==> src/rtl/bullet_hit_scanner_pkg.sv <==
// Shared definitions for the bullet hit scanner: colour codes, word field
// positions and scan state encoding.
package bullet_hit_scanner_pkg;

    localparam int IDX_W = 3;

    localparam logic [2:0] COLOR_WHITE = 3'b000;
    localparam logic [2:0] COLOR_GREEN = 3'b001;
    localparam logic [2:0] COLOR_BLUE  = 3'b010;

    // Position words carry x in the high byte; size words carry width there.
    localparam int X_HI = 15;
    localparam int X_LO = 8;
    localparam int Y_HI = 7;
    localparam int Y_LO = 0;

    typedef enum logic [1:0] {
        IDLE  = 2'd0,
        SCAN  = 2'd1,
        APPLY = 2'd2
    } scan_state_e;

endpackage

==> src/rtl/bullet_hit_scanner_box_overlap.sv <==
// Combinational axis-aligned box overlap test on 8-bit coordinates.
// Also used by the VGA side, so it carries no scanner-specific logic.
module box_overlap
    import bullet_hit_scanner_pkg::*;
(
    input  logic [15:0] a_pos_i,
    input  logic [15:0] a_size_i,
    input  logic [15:0] b_pos_i,
    input  logic [15:0] b_size_i,
    output logic        overlap_o
);

    logic [7:0] ax, ay, aw, ah;
    logic [7:0] bx, by, bw, bh;
    logic [8:0] axEnd, ayEnd, bxEnd, byEnd;
    logic       nonEmpty;

    assign ax = a_pos_i[X_HI:X_LO];
    assign ay = a_pos_i[Y_HI:Y_LO];
    assign aw = a_size_i[X_HI:X_LO];
    assign ah = a_size_i[Y_HI:Y_LO];
    assign bx = b_pos_i[X_HI:X_LO];
    assign by = b_pos_i[Y_HI:Y_LO];
    assign bw = b_size_i[X_HI:X_LO];
    assign bh = b_size_i[Y_HI:Y_LO];

    // Far edges are 9 bits wide so boxes near 0xFF do not wrap to the left side.
    assign axEnd = {1'b0, ax} + {1'b0, aw};
    assign ayEnd = {1'b0, ay} + {1'b0, ah};
    assign bxEnd = {1'b0, bx} + {1'b0, bw};
    assign byEnd = {1'b0, by} + {1'b0, bh};

    // A degenerate box can still satisfy the strict inequalities, so exclude it.
    assign nonEmpty = (aw != 8'd0) && (ah != 8'd0) && (bw != 8'd0) && (bh != 8'd0);

    assign overlap_o = nonEmpty
                     && ({1'b0, bx} < axEnd) && ({1'b0, ax} < bxEnd)
                     && ({1'b0, by} < ayEnd) && ({1'b0, ay} < byEnd);

endmodule

==> src/rtl/bullet_hit_scanner.sv <==
// Walks the bullet table once per frame, collects damage/heal events against
// the player box and applies them to HP with an invincibility cooldown.
module bullet_hit_scanner
    import bullet_hit_scanner_pkg::*;
#(
    parameter int NUM_SLOTS    = 8,
    parameter int HP_MAX       = 20,
    parameter int DAMAGE       = 4,
    parameter int HEAL         = 1,
    parameter int IFRAME_SCANS = 30
) (
    input  logic             clk,
    input  logic             reset,
    input  logic             start,
    input  logic [15:0]      player_pos,
    input  logic [15:0]      player_size,
    input  logic             player_moving,
    output logic [IDX_W-1:0] index,
    input  logic [15:0]      bullet_position,
    input  logic [15:0]      bullet_size,
    input  logic [2:0]       bullet_color,
    input  logic             bullet_is_render,
    output logic [7:0]       hp,
    output logic             busy,
    output logic             done,
    output logic             hit,
    output logic             healed,
    output logic             dead
);

    localparam int                CD_W      = $clog2(IFRAME_SCANS + 1);
    localparam logic [IDX_W-1:0]  LAST_IDX  = IDX_W'(NUM_SLOTS - 1);
    localparam logic [IDX_W-1:0]  IDX_ONE   = IDX_W'(1);
    localparam logic [7:0]        HP_MAX8   = 8'(HP_MAX);
    localparam logic [7:0]        DAMAGE8   = 8'(DAMAGE);
    localparam logic [7:0]        HEAL8     = 8'(HEAL);
    localparam logic [CD_W-1:0]   CD_RELOAD = CD_W'(IFRAME_SCANS);
    localparam logic [CD_W-1:0]   CD_ONE    = CD_W'(1);

    scan_state_e      state_q, state_d;
    logic [IDX_W-1:0] index_q, index_d;
    logic [7:0]       hp_q, hp_d;
    logic [CD_W-1:0]  cooldown_q, cooldown_d;
    logic             dmgFlag_q, dmgFlag_d;
    logic             healFlag_q, healFlag_d;
    logic             busy_q, busy_d;
    logic             done_q, done_d;
    logic             hit_q, hit_d;
    logic             healed_q, healed_d;
    logic             dead_q, dead_d;

    logic slotOverlap;
    logic slotTouched;
    logic slotDamages;
    logic slotHeals;

    box_overlap u_box_overlap (
        .a_pos_i   (player_pos),
        .a_size_i  (player_size),
        .b_pos_i   (bullet_position),
        .b_size_i  (bullet_size),
        .overlap_o (slotOverlap)
    );

    // Blue bullets only hurt a player who moved this frame.
    assign slotTouched = bullet_is_render && slotOverlap;
    assign slotDamages = slotTouched && ((bullet_color == COLOR_WHITE)
                      || ((bullet_color == COLOR_BLUE) && player_moving));
    assign slotHeals   = slotTouched && (bullet_color == COLOR_GREEN);

    always_comb begin
        state_d    = state_q;
        index_d    = index_q;
        hp_d       = hp_q;
        cooldown_d = cooldown_q;
        dmgFlag_d  = dmgFlag_q;
        healFlag_d = healFlag_q;
        busy_d     = busy_q;
        done_d     = 1'b0;
        hit_d      = 1'b0;
        healed_d   = 1'b0;
        dead_d     = dead_q;

        case (state_q)
            IDLE: begin
                index_d = '0;
                if (start && !dead_q) begin
                    dmgFlag_d  = 1'b0;
                    healFlag_d = 1'b0;
                    busy_d     = 1'b1;
                    state_d    = SCAN;
                end
            end
            SCAN: begin
                if (slotDamages) dmgFlag_d = 1'b1;
                if (slotHeals)   healFlag_d = 1'b1;
                if (index_q == LAST_IDX) begin
                    state_d = APPLY;
                end else begin
                    index_d = index_q + IDX_ONE;
                end
            end
            APPLY: begin
                index_d = '0;
                busy_d  = 1'b0;
                done_d  = 1'b1;
                state_d = IDLE;
                // Damage outranks healing; during cooldown a damaging scan
                // behaves like a plain one (heal if green, else just tick).
                if (dmgFlag_q && (cooldown_q == '0)) begin
                    hp_d       = (hp_q > DAMAGE8) ? (hp_q - DAMAGE8) : 8'd0;
                    dead_d     = (hp_q <= DAMAGE8);
                    cooldown_d = CD_RELOAD;
                    hit_d      = 1'b1;
                end else begin
                    if (healFlag_q && (hp_q < HP_MAX8)) begin
                        hp_d     = (hp_q >= (HP_MAX8 - HEAL8)) ? HP_MAX8 : (hp_q + HEAL8);
                        healed_d = 1'b1;
                    end
                    if (cooldown_q != '0) cooldown_d = cooldown_q - CD_ONE;
                end
            end
            default: begin
                state_d = IDLE;
                index_d = '0;
                busy_d  = 1'b0;
            end
        endcase
    end

    always_ff @(posedge clk) begin
        if (reset) begin
            state_q    <= IDLE;
            index_q    <= '0;
            hp_q       <= HP_MAX8;
            cooldown_q <= '0;
            dmgFlag_q  <= 1'b0;
            healFlag_q <= 1'b0;
            busy_q     <= 1'b0;
            done_q     <= 1'b0;
            hit_q      <= 1'b0;
            healed_q   <= 1'b0;
            dead_q     <= 1'b0;
        end else begin
            state_q    <= state_d;
            index_q    <= index_d;
            hp_q       <= hp_d;
            cooldown_q <= cooldown_d;
            dmgFlag_q  <= dmgFlag_d;
            healFlag_q <= healFlag_d;
            busy_q     <= busy_d;
            done_q     <= done_d;
            hit_q      <= hit_d;
            healed_q   <= healed_d;
            dead_q     <= dead_d;
        end
    end

    assign index  = index_q;
    assign hp     = hp_q;
    assign busy   = busy_q;
    assign done   = done_q;
    assign hit    = hit_q;
    assign healed = healed_q;
    assign dead   = dead_q;

endmodule

==> config.mk <==
export PLATFORM = sky130hd
export DESIGN_NAME = bullet_hit_scanner
export DESIGN_NICKNAME = d
export VERILOG_FILES = /design/src/rtl/bullet_hit_scanner_pkg.sv /design/src/rtl/bullet_hit_scanner_box_overlap.sv /design/src/rtl/bullet_hit_scanner.sv
export SDC_FILE = /design/constraint.sdc
export NUM_CORES = 1
export LEC_CHECK = 0
export ABC_CLOCK_PERIOD_IN_PS = 3300
export BUFFER_PORTS_ARGS = -buffer_cell sky130_fd_sc_hd__buf_2
export CORE_MARGIN = 4
export CORE_UTILIZATION = 48
export DETAILED_ROUTE_END_ITERATION = 12
export PLACE_DENSITY = 0.75
export SLEW_MARGIN = 20
export SYNTH_ARGS = -nofsm -noshare
export SYNTH_HDL_FRONTEND = slang
export SYNTH_SLANG_ARGS = --single-unit
==> constraint.sdc <==
create_clock -name clk -period 3.3 [get_ports clk]
set_clock_uncertainty 0.05 [all_clocks]
set_input_delay 0.165 -clock clk [delete_from_list [all_inputs] [get_ports clk]]
set_output_delay 0.165 -clock clk [all_outputs]
set_load 0.01 [all_outputs]
==> Word-level counts from Yosys, hierarchy flattened <==
Cells that the tools add are included.
{ "word_totals": {"wordCells": 94, "input_bits": 72, "regBits": 25} }
{ "op_classes": {"reduce_logical": 37, "n_eq_ne": 9, "bitwise": 2, "muxes": 19, "n_lt_le_gt_ge": 8, "n_addsub": 8} }
{ "ops": {"columns": ["cell", "n"], "rows": [
  ["$add 8x8->9", 4],
  ["$lt 8x9->1", 4],
  ["$mux 8", 4],
  ["$reduce_bool 8->1", 4],
  ["$logic_and 1x1->1", 14],
  ["$mux 5", 2],
  ["$reduce_and 2->1", 5],
  ["$add 8x1->8 const B", 1],
  ["$ge 8x5->1 const B", 1],
  ["$gt 8x3->1 const B", 1],
  ["$le 8x3->1 const B", 1],
  ["$lt 8x5->1 const B", 1],
  ["$ne 2x2->1 const B", 4],
  ["$sub 8x3->8 const B", 1],
  ["$mux 1", 7],
  ["$pmux 1 s2", 3],
  ["$reduce_and 3->1", 2],
  ["$reduce_bool 2->1", 3],
  ["$logic_not 5->1", 1],
  ["$reduce_bool 5->1", 1],
  ["$sub 5x1->5 const B", 1],
  ["$mux 2", 2],
  ["$pmux 2 s2", 1],
  ["$reduce_or 2->1", 2],
  ["12 further kinds", 13]
]} }

==> Longest topological paths before layout <==
Gate-level depths: netlist of the first run.
{ "logic_depth": {"depth_word": 12, "depth_mapped": 15, "mapped_depth_nobuf": 15} }

==> By module <==
A second synthesis of the first run with hierarchy kept.
{ "unflattened": {"hier_cells": 389, "hier_area_um2": 3253.1} }
{ "modules_own_cells": {"columns": ["mod", "cells_per_inst", "n_inst", "area_per_inst_um2"], "rows": [
  ["box_overlap", 233, 1, 1896.8],
  ["bullet_hit_scanner", 156, 1, 1356.3]
]} }

==> Worst setup path before layout of the first run <==
No wires, ideal clock.
{ "synth_path": {"kind": "input to register", "start": "input port bullet_position[0]", "end": "register healFlag_q", "setup_slack_ns": 0.248, "path_buffers": 0, "arrival_ns": 2.941, "path_stages": 15, "t_required_ns": 3.189, "cell_sequence": "ha_1 > inv_1 > fa_1 > nor2b_1 > o21ai_0 > a21boi_0 > o21ai_0 > nand2b_1 > xnor2_1 > ha_1 > a21o_1 > a221oi_1 > a21oi_1 > a2111oi_0 > a32o_1"} }
{ "synth_via": {"elab_chain_len": 7, "word_cells_on_any_way": 9} }
{ "synth_rtl": {"columns": ["item", "line", "text"], "rows": [
  ["start, declared", "bullet_hit_scanner.sv:19", "input logic [15:0] bullet_position,"],
  ["$add 8x8->9 / $lt 8x9->1 (equally long branches)", "bullet_hit_scanner_box_overlap.sv:31, bullet_hit_scanner_box_overlap.sv:38", null],
  ["$lt 8x9->1 / $logic_and 1x1->1 (equally long branches)", "bullet_hit_scanner_box_overlap.sv:38", "&& ({1'b0, by} < ayEnd) && ({1'b0, ay} < byEnd);"],
  ["$logic_and 1x1->1 *", "bullet_hit_scanner_box_overlap.sv:38", null],
  ["$logic_and 1x1->1 *", "bullet_hit_scanner.sv:66", "assign slotTouched = bullet_is_render && slotOverlap;"],
  ["$logic_and 1x1->1 *", "bullet_hit_scanner.sv:69", "assign slotHeals = slotTouched && (bullet_color == COLOR_GREEN);"],
  ["$ne 2x2->1 (no line) *", null, null],
  ["$reduce_and 3->1 (no line) *", null, null],
  ["end signal, assigned", "bullet_hit_scanner.sv:150", "healFlag_q <= healFlag_d;"],
  ["end, declared", "bullet_hit_scanner.sv:45", "logic healFlag_q, healFlag_d;"]
]} }
Every way passes the cells marked *; elsewhere a longest branch is shown, timed or not.
A chain may end at the register's enable or synchronous reset.

==> Worst setup path in the final report of the first run <==
{ "layout_path": {"start": "input port bullet_position[8]", "end": "register healFlag_q"} }
{ "layout_via": {"elab_chain_len": 9, "word_cells_on_any_way": 11} }
{ "layout_rtl": {"columns": ["item", "line", "text"], "rows": [
  ["$add 8x8->9 / $lt 8x9->1 (equally long branches)", "bullet_hit_scanner_box_overlap.sv:30, bullet_hit_scanner_box_overlap.sv:37", null],
  ["$lt 8x9->1 / $logic_and 1x1->1 (equally long branches)", "bullet_hit_scanner_box_overlap.sv:37", "&& ({1'b0, bx} < axEnd) && ({1'b0, ax} < bxEnd)"],
  ["$logic_and 1x1->1 *", "bullet_hit_scanner_box_overlap.sv:37", null],
  ["$logic_and 1x1->1 * (2 in series)", "bullet_hit_scanner_box_overlap.sv:38", null],
  ["$logic_and 1x1->1 *", "bullet_hit_scanner.sv:66", null],
  ["$logic_and 1x1->1 *", "bullet_hit_scanner.sv:69", null],
  ["$ne 2x2->1 (no line) *", null, null],
  ["$reduce_and 3->1 (no line) *", null, null]
]} }
Marks and branches as above.

==> results of run 1 <==
==> registers in the layout, indices dropped and copies added, names as in the netlist <==
signal,count
hp,8
cooldown_q,5
index,3
state_q,2
busy,1
dead,1
dmgFlag_q,1
done,1
healFlag_q,1
healed,1
hit,1
==> where the power goes <==
part | switching [mW] | leakage [nW] | internal (mW)
Clock | 0.0945 | 0.0255 | 0.0844
Combinational | 0.240 | 1.51 | 0.211
Sequential | 0.00272 | 0.202 | 0.305
==> metal layers <==
layer	track usage (%)	part of all wire (%)	up-vias
li1	-	-	1600
met4	2.06	0.73	0
met3	2.35	6.7	8
met2	33.8	46	99
met1	25.6	47	1372
met5	0	0	-
==> kinds of logic after synthesis <==
family,after synthesis,share of synthesized area (%)
buf+inv,27,3.37
fa+ha+maj,72,30.2
xor+xnor,23,6.54
flops,25,16.2
compound gates,108,22.5
mux,2,0.650
simple gates,129,20.4
==> area by class of cell <==
| cell class | instances | share of cell area [%] |
|---|---|---|
| clock buffers | 3 | 1.13 |
| clock inverters | 1 | 0.137 |
| inverters | 22 | 2.26 |
| multi-input cells | 334 | 67.9 |
| flip-flops and latches | 25 | 13.7 |
| well taps | 75 | 2.57 |
| repair buffers | 89 | 12.3 |
==> cell usage in the layout, fill, tap and decap left out, types with 4 or more instances in the layout <==
cell / instances
nor2b_1: 7
a21o_1: 9
o21ai_0: 25
fa_1: 4
or3_1: 6
nor3_1: 13
nand2_1: 26
dfxtp_1: 25
xnor2_1: 6
nand2b_1: 9
xor2_1: 17
nor4_1: 10
a211oi_1: 8
buf_2: 87
ha_1: 68
a21oi_1: 33
inv_1: 22
nor2_1: 44
==> worst max path at each step <==
stage / start / endpoint / slack [ns] / cells past startpoint
after floorplan: bullet_position[0] / healFlag_q / 0.25 / 15
after global placement: bullet_position[0] / healFlag_q / 0.01 / 17
after detailed placement: bullet_position[0] / healFlag_q / -0.06 / 17
after CTS: bullet_position[0] / healFlag_q / 0.20 / 17
after global routing: bullet_position[0] / healFlag_q / -0.03 / 17
final: bullet_position[8] / healFlag_q / 0.25 / 14
==> cell usage after synthesis (7+ instances only) <==
| cell | n | area share [%] |
|---|---|---|
| nor2b_1 | 7 | 1.4 |
| nor2_1 | 44 | 5.4 |
| inv_1 | 22 | 2.7 |
| dfxtp_1 | 25 | 16 |
| nand2b_1 | 9 | 1.8 |
| a211oi_1 | 8 | 1.9 |
| o21ai_0 | 25 | 4.1 |
| nand2_1 | 26 | 3.2 |
| xor2_1 | 17 | 4.8 |
| ha_1 | 68 | 28 |
| nor3_1 | 13 | 2.1 |
| a21o_1 | 9 | 2.2 |
| a21oi_1 | 33 | 5.4 |
| nor4_1 | 10 | 2.0 |
==> timing repair <==
action	CTS	global route
gates resized for setup	0	3
hold buffers	0	0
setup endpoints to repair	0	2
==> impl_metrics.tcl, run 1 <==
set metrics [dict create \
    status "finished, final reports clean" \
    grtUsageTotal_pct 19.1 \
    hold_class "in -> reg" \
    multi_input_area_mm2 0.00248 \
    cts_htree_levels 1 \
    core_area_mm2 0.00606 \
    diodes 0 \
    hold_viol 0 \
    min_to "healFlag_q" \
    cts_tree "yes" \
    yosysUniqueCellTypes 50 \
    dp.cells 545 \
    r2r_start "cooldown_q[0]" \
    finalInstanceArea_mm2 0.00366 \
    root_buffer "clkbuf_8" \
    grt-ovfl-total 0 \
    cts_buffer_depth 2 \
    holdCritStartpoint "bullet_color[0]" \
    fillers 563 \
    r2r_cells 7 \
    final_cells 549 \
    min_path_cells 2 \
    crit_type "in -> reg" \
    required_ns 3.41 \
    drt_first_iter_violations 144 \
    ys_seq_area_share_pct 16.2 \
    hpwl_um 6380 \
    std_cell_rows 28 \
    critPathMaxStageDelay_ns 0.42 \
    cap_viol_max_count 0 \
    drv_slew 0 \
    start_util_pct 50.8 \
    p_total_uw 937 \
    crit_slowest_cell "fa_1" \
    grt_pass1_wl_um 12200 \
    dp_slack_ns -0.0565 \
    period_minus_slack_ns 3.05 \
    ant_nets 0 \
    final_util_pct 60.3 \
    cp_max_fo 3 \
    clock-sinks 25 \
    timing.slew.headroom_pct 50.4 \
    setup_viol 0 \
    regArea_um2 500 \
    ys_dominant_reg_cell "dfxtp_1" \
    dpl_cell_area_mm2 0.00360 \
    synth_edf_count 0 \
    setup_ws_ns 0.254 \
    synthCells 386 \
    crit_path_cell_trace "buf_2, ha_1, fa_1, a211oi_1, o21ai_0, o21a_1, xnor2_1, ha_1, nand4_1, or3_1, a211oi_1, a2111oi_2, buf_4, a32o_1" \
    vias 3079 \
    setup_tns_ns 0 \
    synth-warning-count 0 \
    syn_area_mm2 0.00308 \
    grt_pass1_vias 2840 \
    ir_worst_vdd_mv 0.247 \
    synth.ff_latch_count 25 \
    dieWidth_um 88.1 \
    io_buffers 87 \
    crit_path_end_kind "flip-flop" \
    p_per_area_mw_per_mm2 256 \
    finalWirelength_um 7490 \
    finalNetCount 619 \
    rrSetupSlack_ns 0.95 \
    cts_buffers 3 \
    syn_area_per_cell_um2 7.98 \
    clkSlewWorstSetupHoldPaths_ns 0.08 \
    globalplace.congestion 0.872 \
    holdWs_ns 0.117 \
    drt_pass1_iterations 4 \
    area.growth.synth_to_final_pct 18.7 \
    arrival_ns 3.16 \
    grt_max_degree 22 \
    worstReg2RegEnd "hp[2]" \
    fmax_mhz 328 \
    io_pins 88 \
    worst_pin_slew_ns 0.725 \
    fin_crit_sh_pct 92.3 \
    clock_latency_ns 0.27 \
    dieArea_mm2 0.00776 \
    drc 0 \
    critPathLaunchType "input pin" \
    antenna_found_initial 0 \
    drive_gt1_share_pct 20.9 \
    cp_num_buf_inv 2 \
    die_y_um 88.1 \
    ys_async_sr_fraction_pct 0 \
    cts_setup_buffers 0 \
    cp_top_family "compound AO/OA/AOI/OAI gates" \
    syn_nets 530 \
    via_per_inst 5.61 \
    leakagePower_nw 1.73 \
    wl_per_cell_um 13.6 \
]
(Power assumes the default switching activity.)
==> inputs of run 2 (changes only) <==
--- a/config.mk
+++ b/config.mk
@@ -5,12 +5,13 @@
 export SDC_FILE = /design/constraint.sdc
 export NUM_CORES = 1
 export LEC_CHECK = 0
-export ABC_CLOCK_PERIOD_IN_PS = 3300
+export ABC_AREA = 1
+export ABC_CLOCK_PERIOD_IN_PS = 3400
 export BUFFER_PORTS_ARGS = -buffer_cell sky130_fd_sc_hd__buf_2
-export CORE_MARGIN = 4
+export CORE_MARGIN = 1.5
 export CORE_UTILIZATION = 48
 export DETAILED_ROUTE_END_ITERATION = 12
-export PLACE_DENSITY = 0.75
+export PLACE_DENSITY = 0.74
 export SLEW_MARGIN = 20
 export SYNTH_ARGS = -nofsm -noshare
 export SYNTH_HDL_FRONTEND = slang
==> constraint.sdc (replaced) <==
create_clock -name clk -period 3.4 [get_ports clk]
set_clock_uncertainty 0.05 [all_clocks]
set_input_delay 0.17 -clock clk [delete_from_list [all_inputs] [get_ports clk]]
set_output_delay 0.17 -clock clk [all_outputs]
set_load 0.01 [all_outputs]
==> run 2 against run 1 <==
Effect of this change: the flow now finishes with violations (DRC); register-to-register slack improved by 0.53 ns; synthesized area increased by 4.7%; non-clock buffer count shrank 2; clock power is essentially flat; total power rose by 1.9%; die area shrank 7.0%; worst setup slack better by 0.62 ns; global-route usage grew 3.0 points; sequential power down 3%; sequential share of layout area down 0.52 points; wire length grew 1.9%; critical endpoint is now dmgFlag_q; largest cell class unchanged; largest power group unchanged; highest routed layer unchanged.
==> impl_metrics.tcl, run 2 <==
set metrics [dict create \
    status "finished with violations" \
    violations "DRC" \
    period_minus_slack_ns 2.53 \
    layout_common_cells "nand2_1 (105), buf_2 (87), ha_1 (68)" \
    io_buffers 87 \
    yosysUniqueCellTypes 36 \
    setup_ws_ns 0.875 \
    grt_max_degree 15 \
    ir_worst_vdd_mv 0.201 \
    synth_area_leaders "ha_1 (26%), dfxtp_1 (16%), nand2_1 (12%), a21oi_1 (8.5%), inv_1 (5.6%)" \
    synth-warning-count 0 \
    crit_type "in -> reg" \
    yosysMostFrequentCell "nand2_1" \
    cp_top_family "simple AND/OR/NAND/NOR gates" \
    ys_dominant_reg_cell "dfxtp_1" \
    fmax_mhz 396 \
    cap_viol_max_count 0 \
    holdCritStartpoint "start" \
    drive_gt1_share_pct 21.8 \
    crit_slowest_cell "fa_1" \
    critPathLaunchType "input pin" \
    cts_tree "yes" \
    globalplace.congestion 0.911 \
    via_per_inst 5.16 \
    min_path_cells 3 \
    grt_pass1_wl_um 13400 \
    worst_pin_slew_ns 0.369 \
    cts_buffer_depth 2 \
    dp_slack_ns 0.601 \
    core_area_mm2 0.00642 \
    io_pins 88 \
    syn_area_per_cell_um2 6.94 \
    startpoint "bullet_position[8]" \
    min_to "busy" \
    synth.ff_latch_count 25 \
    dieWidth_um 85.0 \
    drt_first_iter_violations 139 \
    start_util_pct 50.2 \
    hold_class "in -> reg" \
    grtUsageTotal_pct 22.1 \
    cts_htree_levels 1 \
    largest_register_ffs 8 \
    p_per_area_mw_per_mm2 251 \
    clock_latency_ns 0.28 \
    r2r_start "hp[2]" \
    cpMostUsedCell "nand2_1" \
    grt_pass1_vias 3148 \
    leakagePower_nw 2.05 \
    ys_seq_area_share_pct 15.5 \
    yosysTopAreaCell "ha_1" \
    drc 5 \
    setup_viol 0 \
    syn_area_mm2 0.00323 \
    clock-sinks 25 \
    cts_buffers 3 \
    critPathMaxStageDelay_ns 0.41 \
    worstReg2RegEnd "hp[5]" \
    timing.slew.headroom_pct 75.2 \
    hold_buffers 0 \
    grt_setup_unrepaired "false" \
    hpwl_um 6620 \
    finalWirelength_um 7640 \
    drt_pass1_iterations 8 \
    ys_top_cells_by_count "nand2_1 (105), ha_1 (68), a21oi_1 (55)" \
    synth_edf_count 0 \
    diodes 0 \
    grt-ovfl-total 0 \
    fin_crit_sh_pct 74.3 \
    synthCells 465 \
    cts_setup_buffers 0 \
    antenna_found_initial 0 \
    final_common_cell "nand2_1" \
    drv_slew 0 \
    finalNetCount 700 \
    clkSlewWorstSetupHoldPaths_ns 0.09 \
    hold_viol 0 \
    arrival_ns 2.65 \
    syn_nets 609 \
    required_ns 3.53 \
    rrSetupSlack_ns 1.48 \
    vias 3262 \
    dieArea_mm2 0.00722 \
    root_buffer "clkbuf_8" \
    synth_top_area_share_pct 26.4 \
    area.growth.synth_to_final_pct 17.8 \
    die_y_um 85.0 \
    setup_tns_ns 0 \
    crit_path_end_kind "flip-flop" \
    cp_max_fo 3 \
    path_depth 20 \
    wl_per_cell_um 12.1 \
    ys_async_sr_fraction_pct 0 \
    r2r_cells 9 \
    std_cell_rows 29 \
    cts.repair.resized 0 \
    ant_nets 0 \
    crit_path_cell_trace "buf_2, ha_1, fa_1, nand3_1, nand2_1, a31oi_1, xor2_1, ha_1, a21oi_1, nand2_1, nand2_1, nand2_1, nand2_1, nand2_1, nor2_1, nand3_1, nand2_1, nand2_1, nand2_1, nand2_1" \
    cp_num_buf_inv 1 \
]
run 2: how the worst max path moves through the flow:
| stage | to | slack (ns) |
|---|---|---|
| after floorplan | dmgFlag_q | 0.98 |
| after global placement | dmgFlag_q | 0.71 |
| after detailed placement | dmgFlag_q | 0.60 |
| after CTS | dmgFlag_q | 0.87 |
| after global routing | healFlag_q | 0.68 |
| final | dmgFlag_q | 0.87 |
run 2: per-stage QoR:
stage               instance area [um^2]  util (%)  hold WS, ns  cells  power [mW]
floorplan                           3230         -        0.215    465       0.644
global placement                    3750      58.4        0.392    628       0.761
detailed placement                  3750      58.4        0.393    628       0.780
CTS                                 3800      59.2        0.117    632       0.957
global route                        3800      59.2        0.118    632        1.05
finish                              3800      59.2        0.115    632       0.955
run 2: worst reg2reg max path, delay by kind of cell, from the launching register on:
kind | cells | cell delay (ns)
simple gates | 3 | 0.31
buf+inv | 2 | 0.21
fa+ha+maj | 1 | 0.31
compound gates | 3 | 0.52
flops | 1 | 0.46
run 2: cell type report:
cell class,count,area (um^2)
Inverter,71,267
Fill cell,611,2620
Sequential cell,25,500
Tap cell,77,96.3
Clock buffer,3,41.3
Timing Repair Buffer,87,435
Multi-Input combinational cell,368,2450
Clock inverter,1,5.00
run 2: per-layer routing:
| layer | vias to the layer above | track usage [%] | wire (um) | part of all wire, % |
|---|---|---|---|---|
| met5 | - | 0 | 0 | 0 |
| li1 | 1739 | - | - | - |
| met1 | 1456 | 29.2 | 3650 | 48 |
| met2 | 61 | 40.3 | 3660 | 48 |
| met3 | 6 | 2.14 | 283 | 3.7 |
| met4 | 0 | 1.94 | 38 | 0.50 |
run 2: cell families (layout without fill, tap and decap cells):
logic type	count (synthesis)	in the layout	share of synthesized area [%]
simple gates	177	177	24.2
compound gates	91	91	15.5
fa+ha+maj	72	72	28.9
buf+inv	72	162	8.38
xor+xnor	28	28	7.60
flops	25	25	15.5
run 2: report_power, final:
group          internal, mW  switching (mW)  leakage [nW]
Clock                0.0822          0.0982        0.0255
Combinational         0.207           0.269          1.82
Sequential            0.296         0.00293         0.202
